===== config.mk =====
export PLATFORM = sky130hd
export DESIGN_NAME = fp2bfp_encoder
export DESIGN_NICKNAME = d
export VERILOG_FILES = /design/src/rtl/fp2bfp_encoder.sv
export SDC_FILE = /design/constraint.sdc
export NUM_CORES = 1
export LEC_CHECK = 0
export CORE_MARGIN = 2
export CORE_UTILIZATION = 55
export DETAILED_ROUTE_END_ITERATION = 10
export GPL_TIMING_DRIVEN = 0
export PLACE_DENSITY_LB_ADDON = 0.05
export SYNTH_ARGS = -nofsm -noshare
export SYNTH_HDL_FRONTEND = slang
export SYNTH_SLANG_ARGS = --single-unit

===== constraint.sdc =====
create_clock -name i_clk -period 4.2 [get_ports i_clk]
set_input_delay 0.84 -clock i_clk [delete_from_list [all_inputs] [get_ports i_clk]]
set_output_delay 0.84 -clock i_clk [all_outputs]
set_load 0.005 [all_outputs]

===== src/rtl/fp2bfp_encoder.sv =====
// FP32 stream to block-floating-point group encoder: fills GRPSIZE elements,
// aligns them to the group's max exponent, presents one group per handshake.
// Optional FP2BFP_ROUND_EN: round-to-nearest (ties away) instead of truncation.
module fp2bfp_encoder #(
    parameter int GRPSIZE    = 16,
    parameter int BFPEXPSIZE = 8,
    parameter int BFPMANSIZE = 4
) (
    input  logic                  i_clk,
    input  logic                  i_reset_n,
    input  logic                  i_fp_valid,
    input  logic [31:0]           i_fp,
    output logic                  o_fp_ready,
    output logic                  o_grp_valid,
    input  logic                  i_grp_ready,
    output logic [BFPEXPSIZE-1:0] o_grp_E,
    output logic [BFPMANSIZE-1:0] o_grp_M [0:GRPSIZE-1],
    output logic                  o_busy
);

    localparam int CW = $clog2(GRPSIZE);
    localparam int MW = BFPMANSIZE - 1;
    localparam logic [CW-1:0] CNT_ONE  = CW'(1);
    localparam logic [CW-1:0] CNT_LAST = CW'(GRPSIZE - 1);

    typedef enum logic [1:0] {
        S_FILL  = 2'd0,
        S_ALIGN = 2'd1,
        S_OUT   = 2'd2
    } state_t;

    // Aligns one raw FP32 word against the group exponent; zero/denormal encodes as 0.
    function automatic logic [BFPMANSIZE-1:0] encode_elem(
        input logic [31:0]           w,
        input logic [BFPEXPSIZE-1:0] max_e
    );
        logic [7:0]    e;
        logic [7:0]    d;
        logic [MW-1:0] mag;
`ifdef FP2BFP_ROUND_EN
        logic [MW:0]   t;
        logic [MW:0]   sum;
`else
        logic [MW-1:0] t;
`endif
        e = w[30:23];
        d = max_e - e;
        if (e == 8'd0) begin
            mag = '0;
        end else begin
`ifdef FP2BFP_ROUND_EN
            // Keep one extra guard bit below the magnitude, then round it in.
            t   = {1'b1, w[22:23-MW]} >> d;
            sum = {1'b0, t[MW:1]} + {{MW{1'b0}}, t[0]};
            mag = sum[MW] ? {MW{1'b1}} : sum[MW-1:0];
`else
            t   = {1'b1, w[22:24-MW]} >> d;
            mag = t;
`endif
        end
        return {w[31] & (mag != '0), mag};
    endfunction

    state_t                  state_r, state_n;
    logic [CW-1:0]           count_r, count_n;
    logic [BFPEXPSIZE-1:0]   max_e_r, max_e_n;
    logic [BFPEXPSIZE-1:0]   e_in_s;
    logic [BFPEXPSIZE-1:0]   max_cand_s;
    logic                    accept_s;
    logic [31:0]             buffer_r [0:GRPSIZE-1];
    logic                    ready_r;
    logic                    valid_r;
    logic                    busy_r;
    logic [BFPEXPSIZE-1:0]   grp_e_r;
    logic [BFPMANSIZE-1:0]   grp_m_r [0:GRPSIZE-1];

    // Next-state, element counter and running max-exponent logic.
    always_comb begin
        state_n    = state_r;
        count_n    = count_r;
        max_e_n    = max_e_r;
        accept_s   = 1'b0;
        e_in_s     = i_fp[30:23];
        // A zero exponent can never exceed the running max, so zeros drop out here.
        max_cand_s = (e_in_s > max_e_r) ? e_in_s : max_e_r;
        case (state_r)
            S_FILL: begin
                if (i_fp_valid) begin
                    accept_s = 1'b1;
                    count_n  = count_r + CNT_ONE;
                    max_e_n  = max_cand_s;
                    if (count_r == CNT_LAST) begin
                        state_n = S_ALIGN;
                    end else begin
                        state_n = S_FILL;
                    end
                end else begin
                    accept_s = 1'b0;
                end
            end
            S_ALIGN: begin
                state_n = S_OUT;
            end
            S_OUT: begin
                if (i_grp_ready) begin
                    state_n = S_FILL;
                    max_e_n = '0;
                end else begin
                    state_n = S_OUT;
                end
            end
            default: begin
                state_n = S_FILL;
                count_n = '0;
                max_e_n = '0;
            end
        endcase
    end

    // Control state, handshake flags and aligned group output registers.
    always_ff @(posedge i_clk) begin
        if (!i_reset_n) begin
            state_r <= S_FILL;
            count_r <= '0;
            max_e_r <= '0;
            ready_r <= 1'b1;
            valid_r <= 1'b0;
            busy_r  <= 1'b0;
            grp_e_r <= '0;
            for (int i = 0; i < GRPSIZE; i++) begin
                grp_m_r[i] <= '0;
            end
        end else begin
            state_r <= state_n;
            count_r <= count_n;
            max_e_r <= max_e_n;
            ready_r <= (state_n == S_FILL);
            valid_r <= (state_n == S_OUT);
            busy_r  <= !((state_n == S_FILL) && (count_n == '0));
            if (state_r == S_ALIGN) begin
                grp_e_r <= max_e_r;
                for (int i = 0; i < GRPSIZE; i++) begin
                    grp_m_r[i] <= encode_elem(buffer_r[i], max_e_r);
                end
            end
        end
    end

    // Raw element storage, written in arrival order.
    always_ff @(posedge i_clk) begin
        if (i_reset_n && accept_s) begin
            buffer_r[count_r] <= i_fp;
        end
    end

    assign o_fp_ready  = ready_r;
    assign o_grp_valid = valid_r;
    assign o_busy      = busy_r;
    assign o_grp_E     = grp_e_r;
    assign o_grp_M     = grp_m_r;

endmodule


==> results of run 1 <==
==> registers in the layout, indices dropped and copies added (netlist names) <==
signal       count
o_grp_valid      1
max_e_r          8
o_grp_E          8
state_r          2
count_r          4
o_fp_ready       1
o_grp_M         64
o_busy           1
buffer_r       176
==> power by group through the flow <==
stage	Clock, W	Sequential [W]	Combinational (W)
after floorplan	0	0.00288	0.000546
after global placement	0	0.00292	0.000733
after detailed placement	0	0.00291	0.000758
after CTS	0.00266	0.00285	0.000764
after global routing	0.00275	0.00286	0.000862
final	0.00262	0.00286	0.000770
==> logic make-up (layout without fill, tap and decap cells) <==
kind of cell / count (synthesis) / after routing / share of synthesized area (%)
flip-flops: 265 / 265 / 47.7
buffers and inverters: 195 / 342 / 5.04
AND/OR/NAND/NOR: 393 / 393 / 13.6
AO/OA/AOI/OAI: 353 / 353 / 16.1
XOR/XNOR: 54 / 54 / 3.19
multiplexers: 22 / 22 / 1.49
adder cells (fa/ha/maj): 144 / 144 / 13.0
==> critical path: cells and delay by family <==
family,cells,cell delay (ps)
buffers and inverters,2,1350
AO/OA/AOI/OAI,3,850
adder cells (fa/ha/maj),1,670
AND/OR/NAND/NOR,3,490
==> per-layer routing <==
metal  part of all wire, %  vias up  global-route usage (%)
met3                   5.6       69                    3.15
li1                      -     5480                       -
met5                     0        -                       0
met2                    47      333                    44.9
met4                   3.5        0                    8.73
met1                    44     5341                    34.9
==> worst paths after layout <==
check                                 from                       end  slack, ps  depth (start not counted)
setup / recovery                  i_fp[25]   max_e_r[5]$_SDFFE_PN0P_        480                          9
hold reg to reg   o_grp_M[30]$_SDFFE_PN0P_  o_grp_M[30]$_SDFFE_PN0P_        450                          2
hold / removal    o_grp_M[30]$_SDFFE_PN0P_  o_grp_M[30]$_SDFFE_PN0P_        450                          2
setup reg to reg   max_e_r[0]$_SDFFE_PN0P_  o_grp_M[24]$_SDFFE_PN0P_        550                         10
==> synth_stat cells, drive strengths merged, types with 27 or more instances <==
master  number  share of area, %
edfxtp     176                36
nor2        77               1.9
inv        175               4.4
o21ai       90               3.0
ha         128                11
o31ai       28               1.6
nor2b       50               2.1
nand2      109               2.8
dfxtp       89                12
nand2b      27               1.1
nor4        41               1.8
xor2        34               2.0
a21oi       70               2.4
==> area by class of cell <==
cell class / count / area share, %
plain buffers: 20 / 0.524
clock buffers: 45 / 5.18
clock inverters: 11 / 0.641
inverters: 175 / 3.82
multi-input cells: 966 / 40.9
flip-flops and latches: 265 / 41.1
well taps: 341 / 2.48
repair buffers: 91 / 5.32
==> through the flow <==
stage	instance area [um^2]	util, %	worst slack (ps)	std cells
final	17200	64.3	475	1914
after global placement	16100	60.4	-97.1	1855
after detailed placement	16200	60.5	-121	1858
after global routing	17200	64.3	302	1914
after floorplan	14800	-	1030	1426
after CTS	17200	64.3	425	1914
==> placed cells by master, fill, tap and decap left out, types with 9 or more instances in the layout <==
| master | count |
|---|---|
| edfxtp_1 | 176 |
| inv_1 | 175 |
| ha_1 | 128 |
| nand2_1 | 109 |
| o21ai_0 | 89 |
| clkdlybuf4s50_1 | 88 |
| dfxtp_1 | 87 |
| nor2_1 | 77 |
| a21oi_1 | 70 |
| nor2b_1 | 50 |
| nor4_1 | 40 |
| xor2_1 | 34 |
| clkbuf_16 | 32 |
| nand2b_1 | 27 |
| clkbuf_1 | 26 |
| o31ai_1 | 24 |
| a21o_1 | 23 |
| mux2i_1 | 22 |
| nor3_1 | 20 |
| a211oi_1 | 20 |
| xnor2_1 | 20 |
| nand3_1 | 18 |
| fa_1 | 16 |
| o211ai_1 | 13 |
| a31oi_1 | 12 |
| a22oi_1 | 11 |
| nand4_1 | 11 |
| o2111ai_1 | 10 |
| nor3b_1 | 9 |
| a221oi_1 | 9 |
| a32o_1 | 9 |
==> impl_results.md, run 1 <==
- Number of antenna violations at the first check in global routing: 0
- Clock network latency to the later pin of the worst-skew pair: 550 ps
- Ratio of total power to cell area: ~360 mW/mm^2
- Final setup TNS: 0 ps
- Outcome: finished, final reports clean
- Total clock buffers created by CTS: 30
- Relative contribution of the clock network to total power: a little over two fifths
- Min Tclk post-route: 3720 ps
- Core Region: approximately 0.027 mm^2
- Wire per inst: about 19 um
- Primary FF master, synth: edfxtp_1
- Gp weighted congestion: ~0.9
- Fraction of layout instances using a drive strength above 1: between 4 and 5%
- Die Wd: around 170 um
- Sink Count: 265
- Setup Skew: about 12 ps
- Post-Route Hold Slack: between 400 and 500 ps
- Count of buffers inserted at the top-level ports: 88
- Total of flip-flops plus latches after synthesis: roughly 270
- Setup-violating endpoint count in the final report: 0
- Count of unresolved DRC violations after routing: 0
- First-pass GRT wire length: approximately 57 mm
- Number of antenna-violating nets in the routed design: 0
- Total Power Consumption: around 0.0062 W
- Total Die Area: ~0.028 mm^2
- Required time of the critical path: approximately 4700 ps
- Maximum number of buffers from clock root to sink: 3
- Post-cts resize count: 0
- Number of distinct library cells after synthesis: 67
- Count of final hold-check violations: 0
- Setup bufs post-CTS: 0
- Peak per-stage delay on the critical path: 1090 ps
- Kind of start point of the critical path: input port
- RSZ-0062 raised after global routing: false
- Timing-limited maximum frequency: between 200 and 300 MHz
- Combinational group share of total power: between 10% and 20%
- Number of global-route vias before repair: 10728
- H-Tree Level Count: 1
- Synthesis-to-finish area growth: 15.9%
- Tot GR Track Use: 26.2%
- Detailed Route WL: between 30 and 40 mm
- Max_slew headroom: ~5.3%
- Net switching share of the total power: about 25%
- Row count: 60
- FF/Latch Area: about 0.0071 mm^2
- Fraction of registers with async set/reset: 0%
- Effective utilization at floorplan: a little under three fifths
- Via-to-Cell Ratio: 5.86
- Critical path fanouts, max: 18
- Arrival time reported for the critical path endpoint: between 4000 and 5000 ps
- Fill cell count: approximately 2200
- Syn. warnings: 0
- Largest net degree at the start of global routing: 22
- # nets final: between 1500 and 2000
- Mapped Area: around 0.015 mm^2
- Sequential share of the synthesized area: between 40% and 50%
- Number of max-slew violations in the final report: 0
- Number of diodes: 0
- Critical path, cell by cell: clkdlybuf4s50_1, ha_1, nand3_1, o221a_2, a211oi_1, and3_1, clkbuf_1, a22oi_1, nor2b_1
- Final Cycle Share: between 80% and 90%
- Kind of critical path: in -> reg
- Power Internal: 0.00469 W
- Clock root cell: clkbuf_16
- Crit path capture type: register
- Detailed Routing Iterations Pass 1: 5
- Total area of multi-input combinational cells: roughly 0.007 mm^2
- Worst-Margin Slew: roughly 1400 ps
- EDFF count, synth: between 150 and 200
- Vias: approximately 11000
- Number of instances in the synthesized netlist: 1426
- Clock tree from TritonCTS: done
- Detailed Place HPWL: ~24 mm
- Die outline height: ~170 um
- Reg power frac: between 40% and 50%
- Max VDD drop: 0.301 mV
- Leakage power: ~7 nW
- Synthesized net count: 1606
- Count of hold-fix buffers inserted at cts: 0
- Switching power: between 0.0015 and 0.002 W
- Total congestion overflow after global routing: 0
- Hold WC Path Type: reg -> reg
- Standard cell with the maximum stage delay on the critical path: clkdlybuf4s50_1
- Clock transition at the register clock pins on the worst setup and hold paths after CTS: ~60 ps
- Synth Area per Inst: between 10 and 15 um^2
- Total of max-cap violations: 0
- I/O Pins: about 110
- First DRT Iteration DRCs: around 840
No activity file was read; power rests on OpenSTA's default activity.
==> inputs of run 2 (changes only) <==
CORE_MARGIN = 5   (was 2)
==> run 2 against run 1 <==
  * The run now ends with max-capacitance violations, max-slew violations left
  * Total power up 1.9%
  * Sequential cell count unchanged
  * Cell count down 0.21%
  * Clock skew up 0.66 ps
  * Global-route usage down 1.8 points
  * Hold slack worse by 1.6 ps
  * First-iteration DRC count up 2.9%
  * Routed wire length up 1.6%
  * Combinational power up 0.6%
  * Non-clock buffer count down 2
  * Maximum frequency down 0.91%
  * Clock power up 4%
  * Critical path type unchanged
  * Critical endpoint is now max_e_r[4]$_SDFFE_PN0P_
  * Largest cell class unchanged
==> impl_results.md, run 2 (synthesized netlist as in run 1, its figures left out) <==
- Outcome: complete, but fails checks (was finished, final reports clean)
- Violations in the final reports: max-capacitance violations, max-slew violations
- Setup-violating endpoint count in the final report: 0 (unchanged)
- # nets final: 1726 (was 1729)
- Crit path capture type: register (unchanged)
- Max VDD drop: 0.285 mV (was 0.301 mV)
- First-pass GRT wire length: 58.9 mm (was 57.4 mm)
- Required time of the critical path: 4680 ps (was 4690 ps)
- Count of cells along the worst register-to-register path: 10 (unchanged)
- Post-Place Worst Slack: -108 ps (was -121 ps)
- Detailed Place HPWL: 24.2 mm (was 23.9 mm)
- I/O Pins: 111 (unchanged)
- CP Capture Point: max_e_r[4]$_SDFFE_PN0P_ (was max_e_r[5]$_SDFFE_PN0P_)
- Number of diodes: 0 (unchanged)
- Count of hold-fix buffers inserted at cts: 0 (unchanged)
- Setup Skew: 12.8 ps (was 12.1 ps)
- Wire per inst: 19.7 um (was 19.3 um)
- Critical path, cell by cell: clkdlybuf4s50_1, ha_1, nand3_1, o221a_2, a211oi_1, and3_1, clkbuf_1, a22oi_1, nor2b_1 (unchanged)
- Clock network latency to the later pin of the worst-skew pair: 540 ps (was 550 ps)
- Setup bufs post-CTS: 0 (unchanged)
- Standard cell with the maximum stage delay on the critical path: clkdlybuf4s50_1 (unchanged)
- Arrival time reported for the critical path endpoint: 4240 ps (was 4210 ps)
- Die outline height: 174 um (was 168 um)
- Crit. Startpoint: i_fp[24] (was i_fp[25])
- Clock transition at the register clock pins on the worst setup and hold paths after CTS: 60 ps (about the same)
- Fraction of layout instances using a drive strength above 1: 4.46% (was 4.45%)
- Synthesis-to-finish area growth: 16.1% (was 15.9%)
- Commonest cells after routing, fill and taps aside: edfxtp_1, inv_1, ha_1, nand2_1, o21ai_0 (unchanged)
- RSZ-0062 raised after global routing: false (unchanged)
- First DRT Iteration DRCs: 865 (was 841)
- Timing-limited maximum frequency: 266 MHz (was 268 MHz)
- Die Wd: 174 um (was 168 um)
- Kind of start point of the critical path: input port (unchanged)
- Detailed Route WL: 37.6 mm (was 37.0 mm)
- Detailed Routing Iterations Pass 1: 5 (unchanged)
- Hold WC Path Type: reg -> reg (unchanged)
- Peak per-stage delay on the critical path: 1120 ps (was 1090 ps)
- Via-to-Cell Ratio: 5.89 (was 5.86)
- Final setup margin: 441 ps (was 475 ps)
- Total congestion overflow after global routing: 0 (unchanged)
- Number of antenna violations at the first check in global routing: 0 (unchanged)
- Register ranked first by flip-flop count: buffer_r (unchanged)
- Clock tree from TritonCTS: done (unchanged)
- Launch point of the worst reg-to-reg path: max_e_r[0]$_SDFFE_PN0P_ (unchanged)
- Sink Count: 265 (unchanged)
- Number of flip-flops under the largest register name: 176 (unchanged)
- Largest delay share family, worst path: buffers and inverters (unchanged)
- Min Tclk post-route: 3760 ps (was 3720 ps)
- Tot GR Track Use: 24.4% (was 26.2%)
- Setup slack on the worst flop-to-flop path: 530 ps (was 550 ps)
- Max_slew headroom: -0.994% (was 5.29%)
- Final non-filler cell total: 1910 (was 1914)
- Number of max-slew violations in the final report: 20 (was 0)
- Row count: 60 (unchanged)
- Worst-Margin Slew: 1510 ps (was 1420 ps)
- Total of max-cap violations: 1 (was 0)
- Critical path buffer and inverter count: 2 (unchanged)
- Number of antenna-violating nets in the routed design: 0 (unchanged)
- Gp weighted congestion: 0.871 (was 0.897)
- Reg-to-reg endpoint: o_grp_M[24]$_SDFFE_PN0P_ (unchanged)
- Leakage power: 6.88 nW (about the same)
- Total Power Consumption: 0.00636 W (was 0.00624 W)
- Clock root cell: clkbuf_16 (unchanged)
- Vias: 11242 (was 11223)
- H-Tree Level Count: 1 (unchanged)
- Total clock buffers created by CTS: 29 (was 30)
- Number of global-route vias before repair: 11005 (was 10728)
- Post-placement cell count: 1856 (was 1858)
- Maximum number of buffers from clock root to sink: 3 (unchanged)
- Ratio of total power to cell area: 370 mW/mm^2 (was 363 mW/mm^2)
- Count of final hold-check violations: 0 (unchanged)
- Leading cell type in the layout, fill and taps excluded: edfxtp_1 (unchanged)
- Count of buffers inserted at the top-level ports: 88 (unchanged)
- Count of unresolved DRC violations after routing: 0 (unchanged)
- Total number of cells along the worst setup path: 9 (unchanged)
- Final Cycle Share: 89.5% (was 88.7%)
- Core occupancy in the finished layout: 64.4% (was 64.3%)
- Core Region: 0.0267 mm^2 (unchanged)
- Critical path fanouts, max: 18 (unchanged)
- Kind of critical path: in -> reg (unchanged)
- Largest net degree at the start of global routing: 20 (was 22)
- Effective utilization at floorplan: 55.5% (unchanged)
- Total Die Area: 0.0303 mm^2 (was 0.0283 mm^2)
- Post-cts resize count: 0 (unchanged)
==> run 2: changes by cell type in the layout (fill, tap and decap cells not counted), sizes merged <==
cell,delta
buf,-2
bufinv,+4
clkinvlp,+2
clkinv,+4
inv,-1
clkbuf,-11
==> run 2: per-layer routing <==
metal	GRT usage [%]	wire length, um	up-vias	share of wire (%)
met3	3.39	2390	60	6.4
met1	33.4	16600	5377	44
li1	-	-	5481	-
met2	41.4	17700	324	47
met4	5.54	859	0	2.3
met5	0	0	-	0
==> run 2: report_power, final <==
part	leakage [nW]	internal (W)	switching, W	total [W]
combinational	4.07	0.000305	0.000470	0.000775
sequential	2.30	0.00280	0.0000581	0.00286
clock	0.510	0.00170	0.00103	0.00273
==> run 2: how the worst min path moves through the flow <==
stage | from | to | slack [ps] | depth (start not counted)
detailed placement | o_grp_M[35]$_SDFFE_PN0P_ | o_grp_M[35]$_SDFFE_PN0P_ | 440 | 2
CTS | o_grp_M[28]$_SDFFE_PN0P_ | o_grp_M[28]$_SDFFE_PN0P_ | 460 | 2
global route | o_grp_M[33]$_SDFFE_PN0P_ | o_grp_M[33]$_SDFFE_PN0P_ | 470 | 2
global placement | o_grp_M[28]$_SDFFE_PN0P_ | o_grp_M[28]$_SDFFE_PN0P_ | 440 | 2
floorplan | o_grp_M[0]$_SDFFE_PN0P_ | o_grp_M[0]$_SDFFE_PN0P_ | 450 | 2
finish | o_grp_M[28]$_SDFFE_PN0P_ | o_grp_M[28]$_SDFFE_PN0P_ | 450 | 2
==> run 2: tightest hold or removal path: stages, from the launching register on <==
cell and delay [ps]:
dfxtp_1 320, nand2_1 40, o21ai_0 60
==> run 2: cell type report <==
cell class / instances / area (um^2)
Fill cell: 2170 / 9510
Sequential cell: 265 / 7070
Multi-Input combinational cell: 966 / 7030
Timing Repair Buffer: 89 / 901
Clock buffer: 34 / 786
Inverter: 175 / 657
Tap cell: 341 / 427
Clock inverter: 20 / 254
Buffer: 20 / 90.1
==> run 2: metrics by stage <==
stage | hold WS (ps) | instance area (um^2) | setup TNS, ps
finish | 451 | 17200 | 0
global placement | 436 | 16100 | -700
floorplan | 449 | 14800 | 0
detailed placement | 441 | 16200 | -615
CTS | 459 | 17200 | 0
global route | 473 | 17200 | 0
==> inputs of run 3 (changes only) <==
CORE_UTILIZATION = 35   (was 55)
==> run 3 against run 2 <==
  * The run now ends clean
  * Clock skew up 0.96 ps
  * Routed wire length rose by 12%
  * Clock power up 11%
  * Setup slack got worse by 39 ps
  * Global-route usage down 6.7 points
  * Total power increased by 5.1%
  * First-iteration DRC count is 17% lower
  * Hold slack got worse by 1.5 ps
  * Sequential power hardly changed
  * Sequential cell count is the same
  * Core utilization fell by 22 points
  * Clock-buffer cell count increased by 15
  * Largest cell class unchanged
==> impl_results.md, run 3 (synthesized netlist as in run 1, its figures left out) <==
- Setup-violating endpoint count in the final report: 0 (unchanged)
- Number of antenna-violating nets in the routed design: 0 (unchanged)
- Reg-to-reg endpoint: o_grp_M[16]$_SDFFE_PN0P_ (was o_grp_M[24]$_SDFFE_PN0P_)
- Core occupancy in the finished layout: 42.1% (was 64.4%)
- Max_slew headroom: 5.68% (was -0.994%)
- Vias: 11077 (was 11242)
- Worst-Margin Slew: 1410 ps (was 1510 ps)
- Timing-limited maximum frequency: 263 MHz (was 266 MHz)
- Count of cells along the worst register-to-register path: 10 (unchanged)
- Largest net degree at the start of global routing: 24 (was 20)
- Count of final hold-check violations: 0 (unchanged)
- Number of global-route vias before repair: 10933 (was 11005)
- Outcome: finished, final reports clean (was complete, but fails checks)
- Total Power Consumption: 0.00669 W (was 0.00636 W)
- Clock tree from TritonCTS: done (unchanged)
- Core Region: 0.0419 mm^2 (was 0.0267 mm^2)
- Detailed Route WL: 42.1 mm (was 37.6 mm)
- Number of antenna violations at the first check in global routing: 0 (unchanged)
- Leakage power: 6.99 nW (was 6.88 nW)
- Required time of the critical path: 4660 ps (was 4680 ps)
- Final non-filler cell total: 2122 (was 1910)
- Crit. Startpoint: i_fp[26] (was i_fp[24])
- Die Wd: 216 um (was 174 um)
- Max VDD drop: 0.222 mV (was 0.285 mV)
- Ratio of total power to cell area: 379 mW/mm^2 (was 370 mW/mm^2)
- Min Tclk post-route: 3800 ps (was 3760 ps)
- Detailed Routing Iterations Pass 1: 5 (unchanged)
- Peak per-stage delay on the critical path: 1110 ps (was 1120 ps)
- Count of unresolved DRC violations after routing: 0 (unchanged)
- CP Capture Point: max_e_r[5]$_SDFFE_PN0P_ (was max_e_r[4]$_SDFFE_PN0P_)
- Post-cts resize count: 0 (unchanged)
- Count of hold-fix buffers inserted at cts: 0 (unchanged)
- Clock root cell: clkbuf_16 (unchanged)
- Register ranked first by flip-flop count: buffer_r (unchanged)
- Kind of start point of the critical path: input port (unchanged)
- Commonest cells after routing, fill and taps aside: edfxtp_1, inv_1, ha_1, nand2_1, o21ai_0 (unchanged)
- Gp weighted congestion: 0.821 (was 0.871)
- Setup slack on the worst flop-to-flop path: 520 ps (was 530 ps)
- Maximum number of buffers from clock root to sink: 3 (unchanged)
- First-pass GRT wire length: 63.4 mm (was 58.9 mm)
- Effective utilization at floorplan: 35.3% (was 55.5%)
- Standard cell with the maximum stage delay on the critical path: clkdlybuf4s50_1 (unchanged)
- Clock network latency to the later pin of the worst-skew pair: 530 ps (was 540 ps)
- Leading cell type in the layout, fill and taps excluded: edfxtp_1 (unchanged)
- Die outline height: 216 um (was 174 um)
- Final setup TNS: 0 ps (unchanged)
- Crit path capture type: register (unchanged)
- Total congestion overflow after global routing: 0 (unchanged)
- Synthesis-to-finish area growth: 19.1% (was 16.1%)
- Via-to-Cell Ratio: 5.22 (was 5.89)
- Sink Count: 265 (unchanged)
- Setup Skew: 13.7 ps (was 12.8 ps)
- Clock transition at the register clock pins on the worst setup and hold paths after CTS: 50 ps (was 60 ps)
- Number of max-slew violations in the final report: 0 (was 20)
- Detailed Place HPWL: 27.0 mm (was 24.2 mm)
- Kind of critical path: in -> reg (unchanged)
- Total clock buffers created by CTS: 35 (was 29)
- Setup bufs post-CTS: 0 (unchanged)
- Row count: 75 (was 60)
- H-Tree Level Count: 2 (was 1)
- Final Cycle Share: 90.4% (was 89.5%)
- Number of flip-flops under the largest register name: 176 (unchanged)
- First DRT Iteration DRCs: 720 (was 865)
- Wire per inst: 19.8 um (was 19.7 um)
- Critical path, cell by cell: clkdlybuf4s50_1, ha_1, nand3_1, o221a_2, a211oi_1, and3_1, clkbuf_1, a22oi_1, nor2b_1 (unchanged)
- RSZ-0062 raised after global routing: false (unchanged)
- Tot GR Track Use: 17.7% (was 24.4%)
- # nets final: 1736 (was 1726)
- Launch point of the worst reg-to-reg path: max_e_r[0]$_SDFFE_PN0P_ (unchanged)
- Post-placement cell count: 2058 (was 1856)
- Fraction of layout instances using a drive strength above 1: 5.56% (was 4.46%)
- Total Die Area: 0.0466 mm^2 (was 0.0303 mm^2)
- Total of max-cap violations: 0 (was 1)
- Hold WC Path Type: reg -> reg (unchanged)
- I/O Pins: 111 (unchanged)
- Count of buffers inserted at the top-level ports: 88 (unchanged)
- Critical path fanouts, max: 18 (unchanged)
- Arrival time reported for the critical path endpoint: 4260 ps (was 4240 ps)
## run 3: cell count changes in the layout (fill, tap and decap cells not counted), moves of 2 or more
| cell | before | now |
|---|---|---|
| buf_16 | 0 | 2 |
| clkbuf_16 | 30 | 38 |
| dfxtp_1 | 87 | 85 |
| buf_2 | 0 | 4 |
| bufinv_16 | 6 | 2 |
| buf_6 | 1 | 3 |
| dfxtp_2 | 2 | 4 |
| clkdlybuf4s50_1 | 88 | 85 |
| clkbuf_1 | 19 | 21 |
| clkinv_1 | 4 | 1 |
| clkbuf_8 | 2 | 7 |
## run 3: per-layer routing
layer | up-vias | GRT usage, % | routed length, um
li1 | 5511 | - | -
met1 | 5275 | 24.2 | 20100
met2 | 222 | 28.9 | 19200
met3 | 69 | 2.80 | 1740
met4 | 0 | 5.63 | 1090
met5 | - | 0 | 0
## run 3: critical path: cells and delay by family
family,cells,cell delay [ps]
simple gates,3,500
buf+inv,2,1370
fa+ha+maj,1,670
compound gates,3,850
## run 3: metrics by stage
step / cell area, um^2 / hold slack, ps / setup slack (ps)
3_3_place_gp: 16400 / 440 / -249
4_1_cts: 17700 / 456 / 337
5_1_grt: 17700 / 484 / 224
2_1_floorplan: 14800 / 449 / 1030
3_5_place_dp: 16500 / 443 / -184
6_report: 17700 / 449 / 402
## run 3: where the power goes
| part | internal (W) | total, W | leakage, nW | switching [W] |
|---|---|---|---|---|
| Sequential | 0.00280 | 0.00286 | 2.31 | 0.0000602 |
| Combinational | 0.000309 | 0.000788 | 4.10 | 0.000479 |
| Clock | 0.00189 | 0.00304 | 0.586 | 0.00115 |
| Total | 0.00500 | 0.00669 | 6.99 | 0.00169 |
## run 3: cell type report
type / count / area (um^2)
Multi-Input combinational cell: 966 / 7030
Tap cell: 539 / 674
Antenna cell: 1 / 2.50
Fill cell: 4037 / 24300
Timing Repair Buffer: 93 / 948
Buffer: 20 / 90.1
Clock buffer: 49 / 1060
Inverter: 175 / 657
Sequential cell: 265 / 7070
Clock inverter: 14 / 131
## run 3: worst min-delay path by stage
| stage | from | endpoint | slack [ps] | depth (start not counted) |
|---|---|---|---|---|
| final | o_grp_M[39]$_SDFFE_PN0P_ | o_grp_M[39]$_SDFFE_PN0P_ | 450 | 2 |
| after global routing | o_grp_M[29]$_SDFFE_PN0P_ | o_grp_M[29]$_SDFFE_PN0P_ | 480 | 2 |
| after CTS | o_grp_M[30]$_SDFFE_PN0P_ | o_grp_M[30]$_SDFFE_PN0P_ | 460 | 2 |
| after detailed placement | o_grp_M[30]$_SDFFE_PN0P_ | o_grp_M[30]$_SDFFE_PN0P_ | 440 | 2 |
| after global placement | o_grp_M[39]$_SDFFE_PN0P_ | o_grp_M[39]$_SDFFE_PN0P_ | 440 | 2 |
| after floorplan | o_grp_M[0]$_SDFFE_PN0P_ | o_grp_M[0]$_SDFFE_PN0P_ | 450 | 2 |
==> RTL change 1: new RTL, settings of run 3 <==
Re-encode `state_t` (3 states) as one-hot, 3 bits wide.
--- a/src/rtl/fp2bfp_encoder.sv
+++ b/src/rtl/fp2bfp_encoder.sv
@@ -24,8 +24,8 @@
     localparam logic [CW-1:0] CNT_LAST = CW'(GRPSIZE - 1);
 
-    typedef enum logic [1:0] {
-        S_FILL  = 2'd0,
-        S_ALIGN = 2'd1,
-        S_OUT   = 2'd2
+    typedef enum logic [2:0] {
+        S_FILL  = 3'b001,
+        S_ALIGN = 3'b010,
+        S_OUT   = 3'b100
     } state_t;
 
Function: no difference found for any inputs over 4 cycles, from zero or initial values and one cycle with i_reset_n low; so few cycles prove little.
==> RTL change 1 against run 3 <==
  * Total power fell by 0.29%
  * Final area rose by 0.18%
  * Worst setup slack improved by 0.050 ns
  * First-iteration DRC count fell by 18%
  * Sequential share of layout area barely moved
  * Maximum frequency rose by 1.3%
  * Non-clock buffer count fell by 3
  * Clock power fell by 1%
  * Routed wire length fell by 0.35%
  * Sequential cell count rose by 1
  * Area after synthesis rose by 0.57%
  * Critical path depth rose by 1
  * Largest power group unchanged
  * Highest routed layer unchanged
==> RTL change 1: results (changes against run 3) <==
----------------------------------------------------
[Setup path]
  Setup slack of the most critical reg-to-reg path ... 0.45 ns (-0.07 ns)
  Capture point of the worst reg-to-reg path ... o_grp_M[28]
  Arr. time, crit path ... 4.19 ns (-0.07 ns)
  Critical register-to-register path startpoint ... max_e_r[0]
  Crit-path max FO ... 16 (-2)

[Cells and area]
  Non-filler cells, final ... 2176 (+2.5%)
  Number of antenna cells inserted ... 0 (-1)
  Number of nets in the final layout ... 1787 (+2.9%)
  Register with the most flip-flops ... buffer_r
  Share of post-route cells with drive strength above 1 ... 5.07% (-0.49 points)
  Fill cells ... 4062 (+0.62%)

[Yosys]
  Synth top cells by count ... 176 x edfxtp_1, 164 x inv_1, 142 x nand2_1, 124 x ha_1, 115 x nor2_1
  Area share of the largest cell type after synthesis ... 35.4% (-0.20 points)
  Share of the yosys chip area belonging to registers ... 47.5% (-0.13 points)
  Synthesized net count ... 1659 (+3.3%)
  Avg Synthesized Cell Area ... 10.1 µm² (-3.3%)
  Post-synth EDFFs ... 176 (unchanged)
  Yosys cell types ... 70 (+4.5%)
  Leading post-synthesis cells by cell area ... edfxtp_1 35%, dfxtp_1 12%, ha_1 10%, inv_1 4.1%, nand2_1 3.6%
  Synth warnings ... 0 (unchanged)

[Status]
  Status ... finished clean

[Global routing]
  Pin count of the biggest net entering global routing ... 20 (-17%)
  Total GRT Usage ... 17.8% (+0.11 points)
  Global-route wire length before repair ... 64.0 mm (+0.94%)
  Number of global-route vias before repair ... 11.1k (+1.3%)

[Detailed routing]
  Met2 wire length ... 19.4 mm (+1.3%)
  Top routing layer in use ... met4
  Post-route met1 wirelength ... 20.2 mm (+0.43%)
  Detailed route wirelength on metal3 ... 1.49 mm (-14%)
  Detailed-route wire length ... 41.9 mm (-0.35%)
  Violation count after the first detailed-route iteration ... 587 (-18%)
  Total via count in the routed design ... 11.2k (+1.2%)

[Place]
  Placed wire-length estimate ... 27.2 mm (+0.53%)
  Final weighted congestion in routability-driven placement ... 0.801 (-2.4%)
  Placed instance area ... 16500 µm² (+0.36%)
  Cell Count Post-Placement ... 2113 (+2.7%)

[CTS]
  Root Driver ... clkbuf_16
  Clock latency reported for the late side of the worst-skew pair ... 0.54 ns
  # Post-CTS Setup Buffers ... 0 (unchanged)
  Longest Clk Path Bufs ... 3 (unchanged)
  Number of H-tree levels ... 2 (unchanged)

[Min path]
  Hold/Removal Path Class ... reg2reg
  Hold Crit Endpoint ... o_grp_M[55]
  Critical hold path startpoint ... o_grp_M[55]

[STA]
  Worst-case clock skew ... 0.0143 ns (+0.000599 ns)
  Rel. slew slack ... 6.75% (+1.1 points)

[Power]
  Max IR drop VDD ... 0.000193 V (-13%)
  Leakage power ... 6.94 nW (-0.63%)

----------------------------------------------------
==> RTL change 1: cell type report <==
cell class / instances / area share [%]
multi-input combinational: 1033 / 40.4
sequential: 266 / 40.1
clock buffer: 51 / 5.94
timing repair buffer: 91 / 5.19
tap: 539 / 3.81
inverter: 165 / 3.50
clock inverter: 12 / 0.665
buffer: 19 / 0.467
==> RTL change 1: logic make-up after synthesis <==
logic type | synth area share (%)
and+or+nand+nor | 14.1
adders and majority gates | 12.6
AOI/OAI and AO/OA | 17.0
buffers and inverters | 4.71
muxes | 0.814
DFF | 47.5
xor gates and xnor gates | 3.35
==> RTL change 1: worst max-delay path by stage <==
| stage | slack (ns) | depth (start not counted) | start | to |
|---|---|---|---|---|
| floorplan | 1.06 | 7 | max_e_r[1] | o_grp_M[52] |
| global placement | -0.07 | 7 | max_e_r[1] | o_grp_M[53] |
| detailed placement | 0.15 | 8 | i_fp[24] | max_e_r[0] |
| CTS | 0.43 | 10 | max_e_r[0] | o_grp_M[28] |
| global route | 0.15 | 10 | max_e_r[0] | o_grp_M[25] |
| finish | 0.45 | 10 | max_e_r[0] | o_grp_M[28] |
==> RTL change 1: critical path, cell delays in order, from the launching register on <==
cell and delay, ns:
dfxtp_1 0.35, inv_1 0.91, ha_1 0.33, inv_1 0.06, fa_1 0.43, xor2_1 0.20
a2111oi_2 0.34, nand4_1 0.12, nand3b_1 0.17, a2111o_1 0.47, o31ai_1 0.26
==> RTL change 1: routing by layer <==
| layer | vias up | global-route usage (%) |
|---|---|---|
| met5 | - | 0 |
| met2 | 187 | 29.4 |
| met4 | 0 | 5.17 |
| met1 | 5293 | 24.5 |
| li1 | 5672 | - |
| met3 | 54 | 2.57 |
==> RTL change 1: where the power goes <==
part           internal (mW)  total [mW]  switching [mW]
Combinational          0.311       0.794           0.483
Clock                   1.86        3.00            1.14
Sequential              2.81        2.87          0.0620
Total                   4.99        6.67            1.69
==> RTL change 1: metrics by stage <==
stage	hold slack [ns]	setup WS (ns)	TNS (ns)	power (mW)	utilization, %
after floorplan	0.442	1.06	0	3.45	-
after global routing	0.472	0.146	0	6.98	42.1
after detailed placement	0.437	0.149	0	3.72	39.3
after CTS	0.445	0.425	0	6.78	42.1
after global placement	0.434	-0.0714	-0.489	3.72	39.2
final	0.441	0.452	0	6.67	42.1
==> RTL change 2: new RTL, flow settings as in run 3 <==
Without the edit above. The option `FP2BFP_ROUND_EN` is turned on by a define.
--- a/src/rtl/fp2bfp_encoder.sv
+++ b/src/rtl/fp2bfp_encoder.sv
@@ -2,4 +2,6 @@
 // aligns them to the group's max exponent, presents one group per handshake.
 // Optional FP2BFP_ROUND_EN: round-to-nearest (ties away) instead of truncation.
+`define FP2BFP_ROUND_EN
+
 module fp2bfp_encoder #(
     parameter int GRPSIZE    = 16,
Function: no difference found for any inputs over 4 cycles, from zero or initial values and one cycle with i_reset_n low; that may be too few to reach the edited logic, so the function may still have changed.
==> RTL change 2 against run 3 <==
  * Worst setup slack lost 0.15 ns
  * Critical path depth grew 1
  * Synthesized cell count grew 15%
  * Total power grew 9.5%
  * Routed wire length grew 18%
  * Clock skew grew 0.0073 ns
  * Global-route usage grew 0.92 points
  * Final area grew 13%
  * Area after synthesis grew 13%
  * Final cell count grew 14%
  * Non-clock buffer count grew 12
  * Sequential cell count grew 16
  * Die area grew 12%
==> RTL change 2: results (changes against run 3) <==
----------------------------------------------------
[Yosys]
  Main synth FF type ... edfxtp_1
  Synth top cells by count ... 192 x edfxtp_1, 175 x inv_1, 160 x ha_1, 146 x nand2_1
  Synth warnings ... 0 (unchanged)
  Synthesized net count ... 1850 (+15%)
  Yosys cell types ... 78 (+16%)
  Leading post-synthesis cells by cell area ... edfxtp_1 34%, ha_1 12%, dfxtp_1 11%, inv_1 3.9%, nand2_1 3.3%
  Share of synthesized registers carrying an async set or reset ... 0% (unchanged)
  Share of the yosys chip area belonging to registers ... 45.0% (-2.6 points)
  Post-synth EDFFs ... 192 (+9.1%)

[Global routing]
  Number of global-route vias before repair ... 12.8k (+17%)
  Global-route wire length before repair ... 75.2 mm (+19%)
  Initial antenna violation count ... 1 (+1)
  Pin count of the biggest net entering global routing ... 20 (-17%)
  Total GRT Usage ... 18.6% (+0.92 points)

[Setup path]
  Capture point of the worst reg-to-reg path ... o_grp_M[59]
  Gate family responsible for the most delay along the worst path ... buffers and inverters
  Arr. time, crit path ... 4.41 ns (+0.15 ns)
  Start point of the critical path ... i_fp[24]
  CP max-delay cell ... clkdlybuf4s50_1
  CP max stage delay ... 1.17 ns (+0.06 ns)
  Count of cells along the worst register-to-register path ... 15 (+5)
  Critical register-to-register path startpoint ... max_e_r[4]
  Setup slack of the most critical reg-to-reg path ... 0.27 ns (-0.25 ns)

[Detailed routing]
  Routed via count divided by cell count ... 5.26 (+0.82%)
  First-pass iteration count of the detailed router ... 5 (unchanged)
  DR WL/cell ... 20.4 µm (+3.1%)
  Violation count after the first detailed-route iteration ... 648 (-10%)

[Min path]
  Hold/Removal Path Class ... reg2reg
  Min-Delay Path Depth ... 2 (unchanged)
  Critical hold path startpoint ... o_grp_M[46]
  Hold Crit Endpoint ... o_grp_M[46]

[Cells and area]
  Number of nets in the final layout ... 1988 (+15%)
  Number of antenna cells inserted ... 0 (-1)
  Register with the most flip-flops ... buffer_r
  Fill cells ... 4545 (+13%)
  Flip-flop count of the largest register after layout ... 192 (+9.1%)
  Share of post-route cells with drive strength above 1 ... 6.49% (+0.92 points)

[CTS]
  Longest Clk Path Bufs ... 3 (unchanged)
  Number of buffers added by the clock tree synthesis step ... 36 (+2.9%)
  Number of H-tree levels ... 2 (unchanged)
  Root Driver ... clkbuf_16
  Clock transition time at the flip-flop clock pins of the worst setup and hold paths ... 0.06 ns
  Clock latency reported for the late side of the worst-skew pair ... 0.55 ns (+0.02 ns)

[Place]
  Placed instance area ... 18500 µm² (+13%)
  Final weighted congestion in routability-driven placement ... 0.838 (+2.1%)
  Quantity of I/O buffers inserted on ports ... 90 (+2.3%)
  Placed wire-length estimate ... 32.8 mm (+21%)

[STA]
  Rel. slew slack ... 5.38% (-0.31 points)
  Hold Worst Slack ... 0.445 ns (-0.00380 ns)
  Worst-case clock skew ... 0.0211 ns (+0.00735 ns)

[Power]
  Max IR drop VDD ... 0.000207 V (-6.8%)
  Leakage power ... 7.81 nW (+12%)

[Status]
  Status ... finished clean

----------------------------------------------------
## RTL change 2: power by group
group	internal [mW]	switching (mW)	leakage (nW)
sequential	2.98	0.0651	2.45
clock	2.09	1.23	0.632
combinational	0.385	0.583	4.73
total	5.45	1.88	7.81
## RTL change 2: through the flow
step                power (mW)  setup WS, ns  std cells  util, %
floorplan                 3.72        0.0180       1638        -
global placement          4.03         -2.31       2343     38.8
detailed placement        4.05        -0.586       2348     39.0
CTS                       7.42        0.0227       2418     41.8
global route              7.66        0.0477       2419     41.9
finish                    7.33         0.256       2419     41.9
## RTL change 2: repair_timing
action                     4_1_cts  5_1_grt
setup endpoints to repair       38       24
buffers inserted                 4        1
gates resized for setup          3        8
## RTL change 2: logic make-up (layout without fill, tap and decap cells)
logic type      count (synthesis)  after routing  synth area share, %
buf+inv                       201            367                 4.61
compound gates                388            388                 15.9
xor+xnor                       51             51                 2.71
flops                         281            281                 45.0
simple gates                  494            494                 15.1
fa+ha+maj                     176            176                 13.9
mux                            47             47                 2.82
## RTL change 2: layout make-up
type | instances | area share (%)
repair buffers | 100 | 5.20
clock buffers | 51 | 5.37
flip-flops and latches | 281 | 38.0
well taps | 615 | 3.87
clock inverters | 15 | 1.07
inverters | 176 | 3.36
multi-input cells | 1156 | 42.6
plain buffers | 25 | 0.541
## RTL change 2: layer usage
| metal | routed length, µm | global-route usage [%] |
|---|---|---|
| met5 | 0 | 0 |
| met4 | 1180 | 4.96 |
| met3 | 1810 | 2.98 |
| met2 | 23000 | 31.0 |
| met1 | 23500 | 25.4 |
## RTL change 2: tightest hold or removal path, delay by kind of cell (launching register included)
| kind | cells | cell delay [ns] |
|---|---|---|
| flip-flops | 1 | 0.30 |
| AND/OR/NAND/NOR | 1 | 0.05 |
| AO/OA/AOI/OAI | 1 | 0.05 |
## RTL change 2: worst max path at each step
stage | endpoint | slack (ns) | cells after the start
CTS | o_grp_M[30] | 0.02 | 16
global placement | o_grp_M[59] | -2.31 | 15
finish | max_e_r[3] | 0.26 | 10
detailed placement | o_grp_M[59] | -0.59 | 16
floorplan | o_grp_M[59] | 0.02 | 15
global route | o_grp_M[59] | 0.05 | 15
